**config.mk**
```make
export PLATFORM = sky130hd
export DESIGN_NAME = partial_sum_accumulator_flat
export DESIGN_NICKNAME = d
export VERILOG_FILES = /design/src/rtl/armflow_acc_pkg.sv /design/src/rtl/partial_sum_accumulator_if.sv /design/src/rtl/customAdder33_22.sv /design/src/rtl/partial_sum_accumulator.sv /design/src/flat_wrapper.sv
export SDC_FILE = /design/constraint.sdc
export NUM_CORES = 1
export LEC_CHECK = 0
export BUFFER_PORTS_ARGS = -buffer_cell sky130_fd_sc_hd__buf_4
export CORE_ASPECT_RATIO = 0.8
export CORE_MARGIN = 5
export CORE_UTILIZATION = 53
export CTS_CLUSTER_SIZE = 20
export DETAILED_ROUTE_END_ITERATION = 7
export GPL_TIMING_DRIVEN = 0
export PLACE_DENSITY = 0.8
export RECOVER_POWER = 50
export SLEW_MARGIN = 20
export SYNTH_ARGS = -nofsm -noshare
export SYNTH_HDL_FRONTEND = slang
export SYNTH_HIERARCHICAL = 1
export SYNTH_SLANG_ARGS = --single-unit
```
**constraint.sdc**
```tcl
create_clock -name clk -period 2.6 [get_ports clk]
set_input_delay 0.13 -clock clk [delete_from_list [all_inputs] [get_ports clk]]
set_output_delay 0.13 -clock clk [all_outputs]
set_load 0.02 [all_outputs]
```
**src/rtl/armflow_acc_pkg.sv**
```systemverilog
// -----------------------------------------------------------------------------
// armflow_acc_pkg
//   Shared constants and types for the partial-sum accumulator.
//
//   ACC_W   : accumulator / result width (33)
//   TERM_W  : width of one input term (11)
//   SUM_W   : adder result width, accumulator plus one carry bit (34)
//   CNT_W   : term counter width; wide enough for the largest legal job (255)
//   state_t : FSM state encoding shared by the RTL and anything observing it
// -----------------------------------------------------------------------------
package armflow_acc_pkg;

   localparam int ACC_W  = 33;
   localparam int TERM_W = 11;
   localparam int SUM_W  = ACC_W + 1;
   localparam int CNT_W  = 8;

   typedef enum logic [1:0] {
      IDLE  = 2'd0,
      ACCUM = 2'd1,
      DONE  = 2'd2
   } state_t;

endpackage : armflow_acc_pkg

```
**src/rtl/partial_sum_accumulator_if.sv**
```systemverilog
// -----------------------------------------------------------------------------
// partial_sum_accumulator_if
//   Bundles the control, term-stream and result signals of the accumulator.
//
//   start     : one-cycle pulse that begins a job (master -> slave)
//   init_val  : seed loaded into the accumulator on start (master -> slave)
//   in_valid  : term beat offered (master -> slave)
//   in_ready  : accumulator can take a term (slave -> master)
//   in_data   : term value (master -> slave)
//   out_valid : result available (slave -> master)
//   out_ready : result consumer ready (master -> slave)
//   out_sum   : accumulator value (slave -> master)
//   out_ovf   : some addition of the job carried out of the top bit
//   busy      : a job is in progress or its result is pending
//
//   Handshake: a transfer happens on a rising clk edge where valid && ready
//   are both high. A source keeps data stable while valid is high and not yet
//   accepted; ready never depends combinationally on the matching valid.
//
//   Modports: master = job issuer / term source / result sink,
//             slave  = the accumulator.
// -----------------------------------------------------------------------------
interface partial_sum_accumulator_if;
   import armflow_acc_pkg::*;

   logic              start;
   logic [ACC_W-1:0]  init_val;
   logic              in_valid;
   logic              in_ready;
   logic [TERM_W-1:0] in_data;
   logic              out_valid;
   logic              out_ready;
   logic [ACC_W-1:0]  out_sum;
   logic              out_ovf;
   logic              busy;

   modport master (
      output start, init_val, in_valid, in_data, out_ready,
      input  in_ready, out_valid, out_sum, out_ovf, busy
   );

   modport slave (
      input  start, init_val, in_valid, in_data, out_ready,
      output in_ready, out_valid, out_sum, out_ovf, busy
   );

endinterface : partial_sum_accumulator_if

```
**src/rtl/customAdder33_22.sv**
```systemverilog
// -----------------------------------------------------------------------------
// customAdder33_22
//   Unsigned adder of a 33-bit accumulator and a zero-extended 11-bit term,
//   producing the full 34-bit sum so the carry out of bit 32 is visible.
//
//   A   : accumulator operand (33 bits)
//   B   : term operand (11 bits, zero-extended internally)
//   Sum : A + B with carry in bit 33
// -----------------------------------------------------------------------------
module customAdder33_22
   import armflow_acc_pkg::*;
(
   input  logic [ACC_W-1:0]  A,
   input  logic [TERM_W-1:0] B,
   output logic [SUM_W-1:0]  Sum
);

   assign Sum = {1'b0, A} + {{(SUM_W - TERM_W){1'b0}}, B};

endmodule : customAdder33_22

```
**src/rtl/partial_sum_accumulator.sv**
```systemverilog
// -----------------------------------------------------------------------------
// partial_sum_accumulator
//   Accumulates NUM_TERMS 11-bit terms onto a 33-bit seed. A start pulse loads
//   the seed and opens a job (from any state, discarding whatever was going
//   on); each accepted term is added; after the last term the result is held
//   on out_sum/out_ovf with out_valid until it is taken.
//
//   Build option: define PSA_SATURATE_EN to clamp the accumulator at all-ones
//   on carry-out instead of wrapping. out_ovf behaves the same either way.
//
//   Parameters:
//     NUM_TERMS : terms per job, 1..255
//   Ports:
//     clk       : clock, rising edge
//     rst_n     : asynchronous active-low reset
//     bus       : partial_sum_accumulator_if.slave (start/init, term stream,
//                 result, busy)
//     dbg_state : current FSM state for observation
// -----------------------------------------------------------------------------
module partial_sum_accumulator
   import armflow_acc_pkg::*;
#(
   parameter int NUM_TERMS = 8
) (
   input  logic                            clk,
   input  logic                            rst_n,
   partial_sum_accumulator_if.slave        bus,
   output state_t                          dbg_state
);

   // Counter value held while the final beat of a job is being accepted.
   localparam logic [CNT_W-1:0] LAST_IDX = CNT_W'(NUM_TERMS - 1);

`ifdef PSA_SATURATE_EN
   localparam logic [ACC_W-1:0] ACC_MAX = {ACC_W{1'b1}};
`endif

   state_t            state;
   state_t            state_nxt;
   logic [ACC_W-1:0]  acc;
   logic [ACC_W-1:0]  acc_upd;
   logic [CNT_W-1:0]  cnt;
   logic              ovf;
   logic [SUM_W-1:0]  sum;
   logic              carry;
   logic              accept;
   logic              in_ready_int;
   logic              out_valid_int;
   logic              busy_int;

   // ---------------------------------------------------------------------
   // Adder: the only arithmetic element in the block.
   // ---------------------------------------------------------------------
   customAdder33_22 u_adder (
      .A   (acc),
      .B   (bus.in_data),
      .Sum (sum)
   );

   assign carry = sum[SUM_W-1];

   // in_ready depends only on registered state and start, never on in_valid.
   // A start in ACCUM takes priority over a beat offered in the same cycle.
   assign in_ready_int = (state == ACCUM) && !bus.start;
   assign accept       = bus.in_valid && in_ready_int;

   // Value written into the accumulator for an accepted beat.
   always_comb begin
`ifdef PSA_SATURATE_EN
      // Once clamped, every further non-zero term carries out again and
      // re-clamps, so the accumulator stays pinned for the rest of the job.
      acc_upd = carry ? ACC_MAX : sum[ACC_W-1:0];
`else
      acc_upd = sum[ACC_W-1:0];
`endif
   end

   // ---------------------------------------------------------------------
   // FSM: state register
   // ---------------------------------------------------------------------
   always_ff @(posedge clk or negedge rst_n) begin
      if (!rst_n) begin
         state <= IDLE;
      end else begin
         state <= state_nxt;
      end
   end

   // ---------------------------------------------------------------------
   // FSM: next state and decoded outputs
   // ---------------------------------------------------------------------
   always_comb begin
      state_nxt     = state;
      out_valid_int = 1'b0;
      busy_int      = 1'b0;

      case (state)
         IDLE: begin
            state_nxt = IDLE;
         end
         ACCUM: begin
            busy_int = 1'b1;
            if (accept && (cnt == LAST_IDX)) begin
               state_nxt = DONE;
            end
         end
         DONE: begin
            busy_int      = 1'b1;
            out_valid_int = 1'b1;
            if (bus.out_ready) begin
               state_nxt = IDLE;
            end
         end
         default: begin
            state_nxt = IDLE;
         end
      endcase

      // A new job overrides whatever the current state would do next.
      if (bus.start) begin
         state_nxt = ACCUM;
      end
   end

   // ---------------------------------------------------------------------
   // Datapath: accumulator, term counter, sticky overflow
   // ---------------------------------------------------------------------
   always_ff @(posedge clk or negedge rst_n) begin
      if (!rst_n) begin
         acc <= '0;
         cnt <= '0;
         ovf <= 1'b0;
      end else if (bus.start) begin
         acc <= bus.init_val;
         cnt <= '0;
         ovf <= 1'b0;
      end else if (accept) begin
         acc <= acc_upd;
         cnt <= cnt + CNT_W'(1);
         if (carry) begin
            ovf <= 1'b1;
         end
      end
   end

   // ---------------------------------------------------------------------
   // Outputs
   // ---------------------------------------------------------------------
   assign bus.in_ready  = in_ready_int;
   assign bus.out_valid = out_valid_int;
   assign bus.busy      = busy_int;
   assign bus.out_sum   = acc;
   assign bus.out_ovf   = ovf;
   assign dbg_state     = state;

endmodule : partial_sum_accumulator

```
**src/flat_wrapper.sv**
```systemverilog
// flat-port wrapper written by rule: the top's interface ports become plain ports
module partial_sum_accumulator_flat import armflow_acc_pkg::*;
#(
   parameter int NUM_TERMS = 8
)
  (clk, rst_n, dbg_state, bus_start, bus_init_val, bus_in_valid, bus_in_data, bus_out_ready, bus_in_ready, bus_out_valid, bus_out_sum, bus_out_ovf, bus_busy);
  partial_sum_accumulator_if bus_i ();
  input  logic clk;
  input  logic rst_n;
  output state_t dbg_state;
  input wire logic [$bits(bus_i.start)-1:0] bus_start;
  input wire logic [$bits(bus_i.init_val)-1:0] bus_init_val;
  input wire logic [$bits(bus_i.in_valid)-1:0] bus_in_valid;
  input wire logic [$bits(bus_i.in_data)-1:0] bus_in_data;
  input wire logic [$bits(bus_i.out_ready)-1:0] bus_out_ready;
  output wire logic [$bits(bus_i.in_ready)-1:0] bus_in_ready;
  output wire logic [$bits(bus_i.out_valid)-1:0] bus_out_valid;
  output wire logic [$bits(bus_i.out_sum)-1:0] bus_out_sum;
  output wire logic [$bits(bus_i.out_ovf)-1:0] bus_out_ovf;
  output wire logic [$bits(bus_i.busy)-1:0] bus_busy;
  assign bus_i.start = bus_start;
  assign bus_i.init_val = bus_init_val;
  assign bus_i.in_valid = bus_in_valid;
  assign bus_i.in_data = bus_in_data;
  assign bus_i.out_ready = bus_out_ready;
  assign bus_in_ready = bus_i.in_ready;
  assign bus_out_valid = bus_i.out_valid;
  assign bus_out_sum = bus_i.out_sum;
  assign bus_out_ovf = bus_i.out_ovf;
  assign bus_busy = bus_i.busy;
  partial_sum_accumulator #(.NUM_TERMS(NUM_TERMS)) u_core (.clk(clk), .rst_n(rst_n), .bus(bus_i), .dbg_state(dbg_state));
endmodule
```
======== After elaboration in Yosys (flattened, before gate mapping) ========
Cells that the tools add are included.
word-level totals
  register bits after elaboration ......... 44
  latch bits .............................. 0
  memory bits (writable) .................. 0
  memory bits (read-only) ................. 0
  bits of input ports ..................... 49
  output and inout bits ................... 39
  word-level logic and storage cells ...... 33
  memories kept ........................... 0
cells by class
  add/sub/neg operators ................... 2
  $mul .................................... 0
  div/mod/pow operators ................... 0
  order comparisons ....................... 0
  equal/unequal tests ..................... 5
  shift operators ......................... 0
  mux-type cells .......................... 13
  bitwise logic cells ..................... 0
  reduce and logical (&&, ||, !) cells .... 9
operator list
  operator             count
  $mux 33              2
  $add 33x11->34       1
  $mux 8               2
  $add 8x1->8 const B  1
  $eq 8x3->1 const B   1
  $mux 2               3
  $ne 3x3->1 const B   2
  $mux 1               5
  $pmux 2 s2           1
  $reduce_and 2->1     2
  $reduce_bool 2->1    2
  $logic_and 1x1->1    3
  $eq 2x1->1 const B   1
  $eq 2x2->1 const B   1
  $reduce_or 2->1      1
  $logic_not 1->1      1

======== Longest topological paths before layout ========
  depth in word-level cells ............... 7
  depth in mapped cells ................... 11

======== Hierarchy ========
The synthesis kept the hierarchy.
by module, submodules not included
  module                   times used  cells an instance  area each (um^2)  sequential area each (um^2)
  partial_sum_accumulator  1           202                2088.3            1101.1
  customAdder33_22         1           145                1161.1            0.0

======== Least setup slack after synthesis ========
Ideal clock, no wire load.
  kind .................................... reg-to-reg
  start ................................... register u_core.acc[0], in the netlist u_core/bus.out_sum[0]
  end ..................................... register u_core.acc[32], in the netlist u_core/bus.out_sum[32]
  arrival time ............................ 2382 ps
  data required time ...................... 2517 ps
  path slack .............................. 135 ps
  cell stages (with the launch flop) ...... 12
  path buffers ............................ 1
  path through ............................ dfrtp_1 > ha_1 > inv_1 > fa_1 > nand2b_1 > a21oi_2 > o21ai_1 > buf_6 > a2111oi_4 > xor2_1 > mux2i_1 > o21ai_0
on the way
  word-level cells in the longest chain between the ends .. 3
RTL lines
  item                    line                            text
  from (decl)             partial_sum_accumulator.sv:40   logic [ACC_W-1:0] acc;
  from (signal assigned)  partial_sum_accumulator.sv:134  acc <= bus.init_val;
  from (signal assigned)  partial_sum_accumulator.sv:138  acc <= acc_upd;
  $add 33x11->34          customAdder33_22.sv:18          assign Sum = {1'b0, A} + {{(SUM_W - TERM_W){1'b0}}, B};
  net u_core.sum[32]      partial_sum_accumulator.sv:44   logic [SUM_W-1:0] sum;
  $mux 33                 partial_sum_accumulator.sv:137  end else if (accept) begin
  $mux 33                 partial_sum_accumulator.sv:133  end else if (bus.start) begin
The timed path passes the listed nets, and every way through them passes these cells. The select of a mux whose other input is x is not followed.
A chain may end at the register's enable or synchronous reset.

======== Worst setup path after layout ========
  start ................................... register u_core.acc[0], in the netlist u_core/bus.out_sum[0]
  end ..................................... register u_core.acc[24], in the netlist u_core/bus.out_sum[24]
The elaborated chain is that of the path after synthesis.

==> flow_summary.yaml <==
outcome:
  status: "finished clean"
die:
  coreArea_mm2: 0.00594
  die-area_mm2: 0.00781
  fp.dieW_um: 97.5
  start_util: 0.547
  io_pins: 88
  die_y_um: 80.0
  fp-row-count: 25
layout:
  drive_gt1_frac: 0.265
  fin_nets: 508
  layout-area-overhead-vs-synth_pct: 25.2
  fin_util: 0.684
  antenna_cells: 0
  fillCellCount: 504
  finish.instance_area_mm2: 0.00407
  fin_cells: 526
critical_path:
  cp_data_arrival_time_ns: 2.66
  endpoint_kind: "register"
  regToRegSetupSlack_ns: 0.15
  cp-start-kind: "register"
  cp.required_ns: 2.81
  reg2reg_to: "u_core/bus.out_sum[24]"
  ff2ff_path_depth: 10
  crit_fanout: 3
  timing.rr.start: "u_core/bus.out_sum[0]"
  path_class: "register to register"
hold_path:
  min_to: "u_core/bus.out_sum[12]"
  hold-path-cell-count: 3
  hp-class: "input port to register"
  hold_start: "bus_init_val[12]"
route:
  post_drt_wl_per_cell_um: 15.6
  drtIter0Drc: 137
  routed_wl_um: 8200
  drt_pass1_iterations: 4
  remaining_drc_errors: 0
  avgViaCountPerCell: 5.51
  vias: 2897
  ant_nets: 0
grt:
  grt_pass1_vias: 2889
  track_usage: 0.212
  grt_overflow_total: 0
  grt_start_max_net_pins: 45
  antenna_found_initial: 0
  grt_pass1_wl_um: 13600
place:
  dp_hpwl_um: 6080
  place_ws_ns: 0.0142
  place.gp.congestion: 0.810
  portBuffers: 87
  placed_cells: 515
  post_dp_cell_area_mm2: 0.00400
synth:
  yosysTopAreaCellShare: 0.339
  synth_cell_types: 56
  synthesis.nets: 411
  synth_top_area_cell: "dfrtp_1"
  postSynthAreaPerCell_um2: 9.36
  async_flop_share: 1.00
  ys_seq_area_frac: 0.339
  ys_top_cells_by_area: "dfrtp_1 34%, mux2i_1 10%, xor2_1 6.2%"
  synth-edff-count: 0
  synth-seq-cells: 44
  syn-instance-count: 347
  synthFlopType: "dfrtp_1"
  syn-cell-area_mm2: 0.00325
  yosys_warnings: 6
clock_tree:
  cts_made_buffers: 5
  h-tree-depth: 2
  cts_root_buf: "clkbuf_8"
  clock-sinks: 44
  clk_path_buf_depth: 2
  clk_latency_ns: 0.30
  cts_tree: "built"
  clkTransAtPathRegs_ns: 0.09
sta:
  fin_setup_tns_ns: 0
  worst_pin_slew_ns: 1.13
  slew_headroom: 0.246
  post-route-period-util: 0.941
  final_max_slew_viol_count: 0
  skew_ns: 0.00917
  fmax_ghz: 0.409
  layout_setup_ws_ns: 0.153
  min_period_ns: 2.45
  finalSetupViolCount: 0
  rsz0062_at_grt: "no"
  timing_hold_violations_final: 0
power:
  p_comb_frac: 0.378
  power_frac_seq: 0.402
  netSwitchingFraction: 0.374
  internal_power_uw: 1310
  peakVddDrop_uv: 303
  switching_power_uw: 781
  p_clk_frac: 0.221
  leakagePower_uw: 0.00194
  power_density_mw_per_mm2: 513
flow_run:
  maxCapViolCount: 0
## per-layer routing
layer	vias up	wire, um	track usage
met2	76	3840	0.349
met5	-	0	0
met3	6	476	0.0524
li1	1437	-	-
met4	0	76	0.0526
met1	1378	3800	0.282
## cell families after synthesis
group | Yosys count | synth area share
fa+ha+maj | 15 | 0.0601
buf+inv | 35 | 0.0551
xor+xnor | 32 | 0.0863
mux | 34 | 0.105
flops | 44 | 0.339
simple gates | 91 | 0.152
compound gates | 96 | 0.203
## critical path, stage by stage (launching register included)
cell and delay, ns:
dfrtp_1 0.37, ha_2 0.20, inv_1 0.06, fa_2 0.36
nand2b_4 0.16, a21oi_2 0.19, o21ai_2 0.11, a2111oi_2 0.45
xor2_1 0.18, mux2i_1 0.08, o21ai_0 0.20
## power groups by stage
stage	combinational (uW)	clock (uW)	sequential [uW]
finish	788	460	839
global route	866	500	853
CTS	803	476	840
detailed placement	794	0	853
global placement	776	0	850
floorplan	440	0	919
## area by class of cell
| class | instances | area (um2) | area share |
|---|---|---|---|
| Clock inverter | 1 | 7.51 | 0.00185 |
| Multi-Input combinational cell | 268 | 1990 | 0.488 |
| Sequential cell | 44 | 1100 | 0.271 |
| Buffer | 19 | 121 | 0.0298 |
| Timing Repair Buffer | 90 | 604 | 0.149 |
| Inverter | 16 | 60.1 | 0.0148 |
| Clock buffer | 7 | 86.3 | 0.0212 |
| Tap cell | 81 | 101 | 0.0249 |
## Yosys cell counts, types with 2 or more instances
library cell and count:
a211oi_1 2, nand4_1 4, clkbuf_8 2, o21bai_1 2, mux2i_1 34, a31oi_1 4
o21ai_0 39, inv_1 15, xor2_1 23, a2111oi_2 2, nor4_2 2, nor2_1 6
a21o_1 3, dfrtp_1 44, nand2b_1 3, nand2_1 49, buf_6 2, buf_2 7
xnor2_1 9, ha_1 14, nand3_1 7, a211oi_2 9, o211ai_1 3, clkbuf_1 7
a21boi_0 3, a21oi_1 19, or3_1 2, nor3b_1 2, or4_1 2
## through the flow
stage               hold slack (ns)  total power, uW
finish                       0.0322             2090
detailed placement            0.173             1650
CTS                          0.0230             2120
global placement              0.170             1630
floorplan                    -0.166             1360
global route                 0.0220             2220
## cells in the final DEF, fill, tap and decap left out, types with 3 or more instances in the layout
master / instances
a211oi_2: 9
a21boi_0: 3
a21o_1: 3
a21oi_1: 19
a31oi_1: 4
buf_2: 6
buf_4: 70
clkbuf_1: 27
clkbuf_8: 8
dfrtp_1: 44
ha_1: 13
inv_1: 15
mux2i_1: 34
nand2_1: 49
nand3_1: 7
nand4_1: 4
nor2_1: 6
o211ai_1: 3
o21ai_0: 37
xnor2_1: 9
xor2_1: 23
## worst max-delay path by stage
stage	startpoint	end	slack [ns]	cells past startpoint
CTS	u_core/bus.out_sum[0]	u_core/bus.out_sum[32]	0.01	11
detailed placement	u_core/bus.out_sum[0]	u_core/bus.out_sum[32]	0.01	11
global route	u_core/bus.out_sum[0]	u_core/bus.out_sum[32]	0.007	11
floorplan	u_core/bus.out_sum[0]	u_core/bus.out_sum[32]	0.14	11
finish	u_core/bus.out_sum[0]	u_core/bus.out_sum[24]	0.15	10
global placement	u_core/bus.out_sum[0]	u_core/bus.out_sum[32]	0.10	11
## what timing repair did
action | 4_1_cts | 5_1_grt
hold buffers | 1 | 0
endpoints found under the hold margin | 44 | 0
setup buffers | 1 | 1
cloned | 0 | 0
gates resized for setup | 0 | 7
setup endpoints to repair | 1 | 10
pin swaps | 0 | 4
## sequential cells by signal (all words and copies together) (netlist names)
| register | count |
|---|---|
| u_core/cnt | 8 |
| u_core/dbg_state | 2 |
| u_core/bus.out_ovf | 1 |
| u_core/bus.out_sum | 33 |
Note: power is estimated with default switching activity, not from simulation.
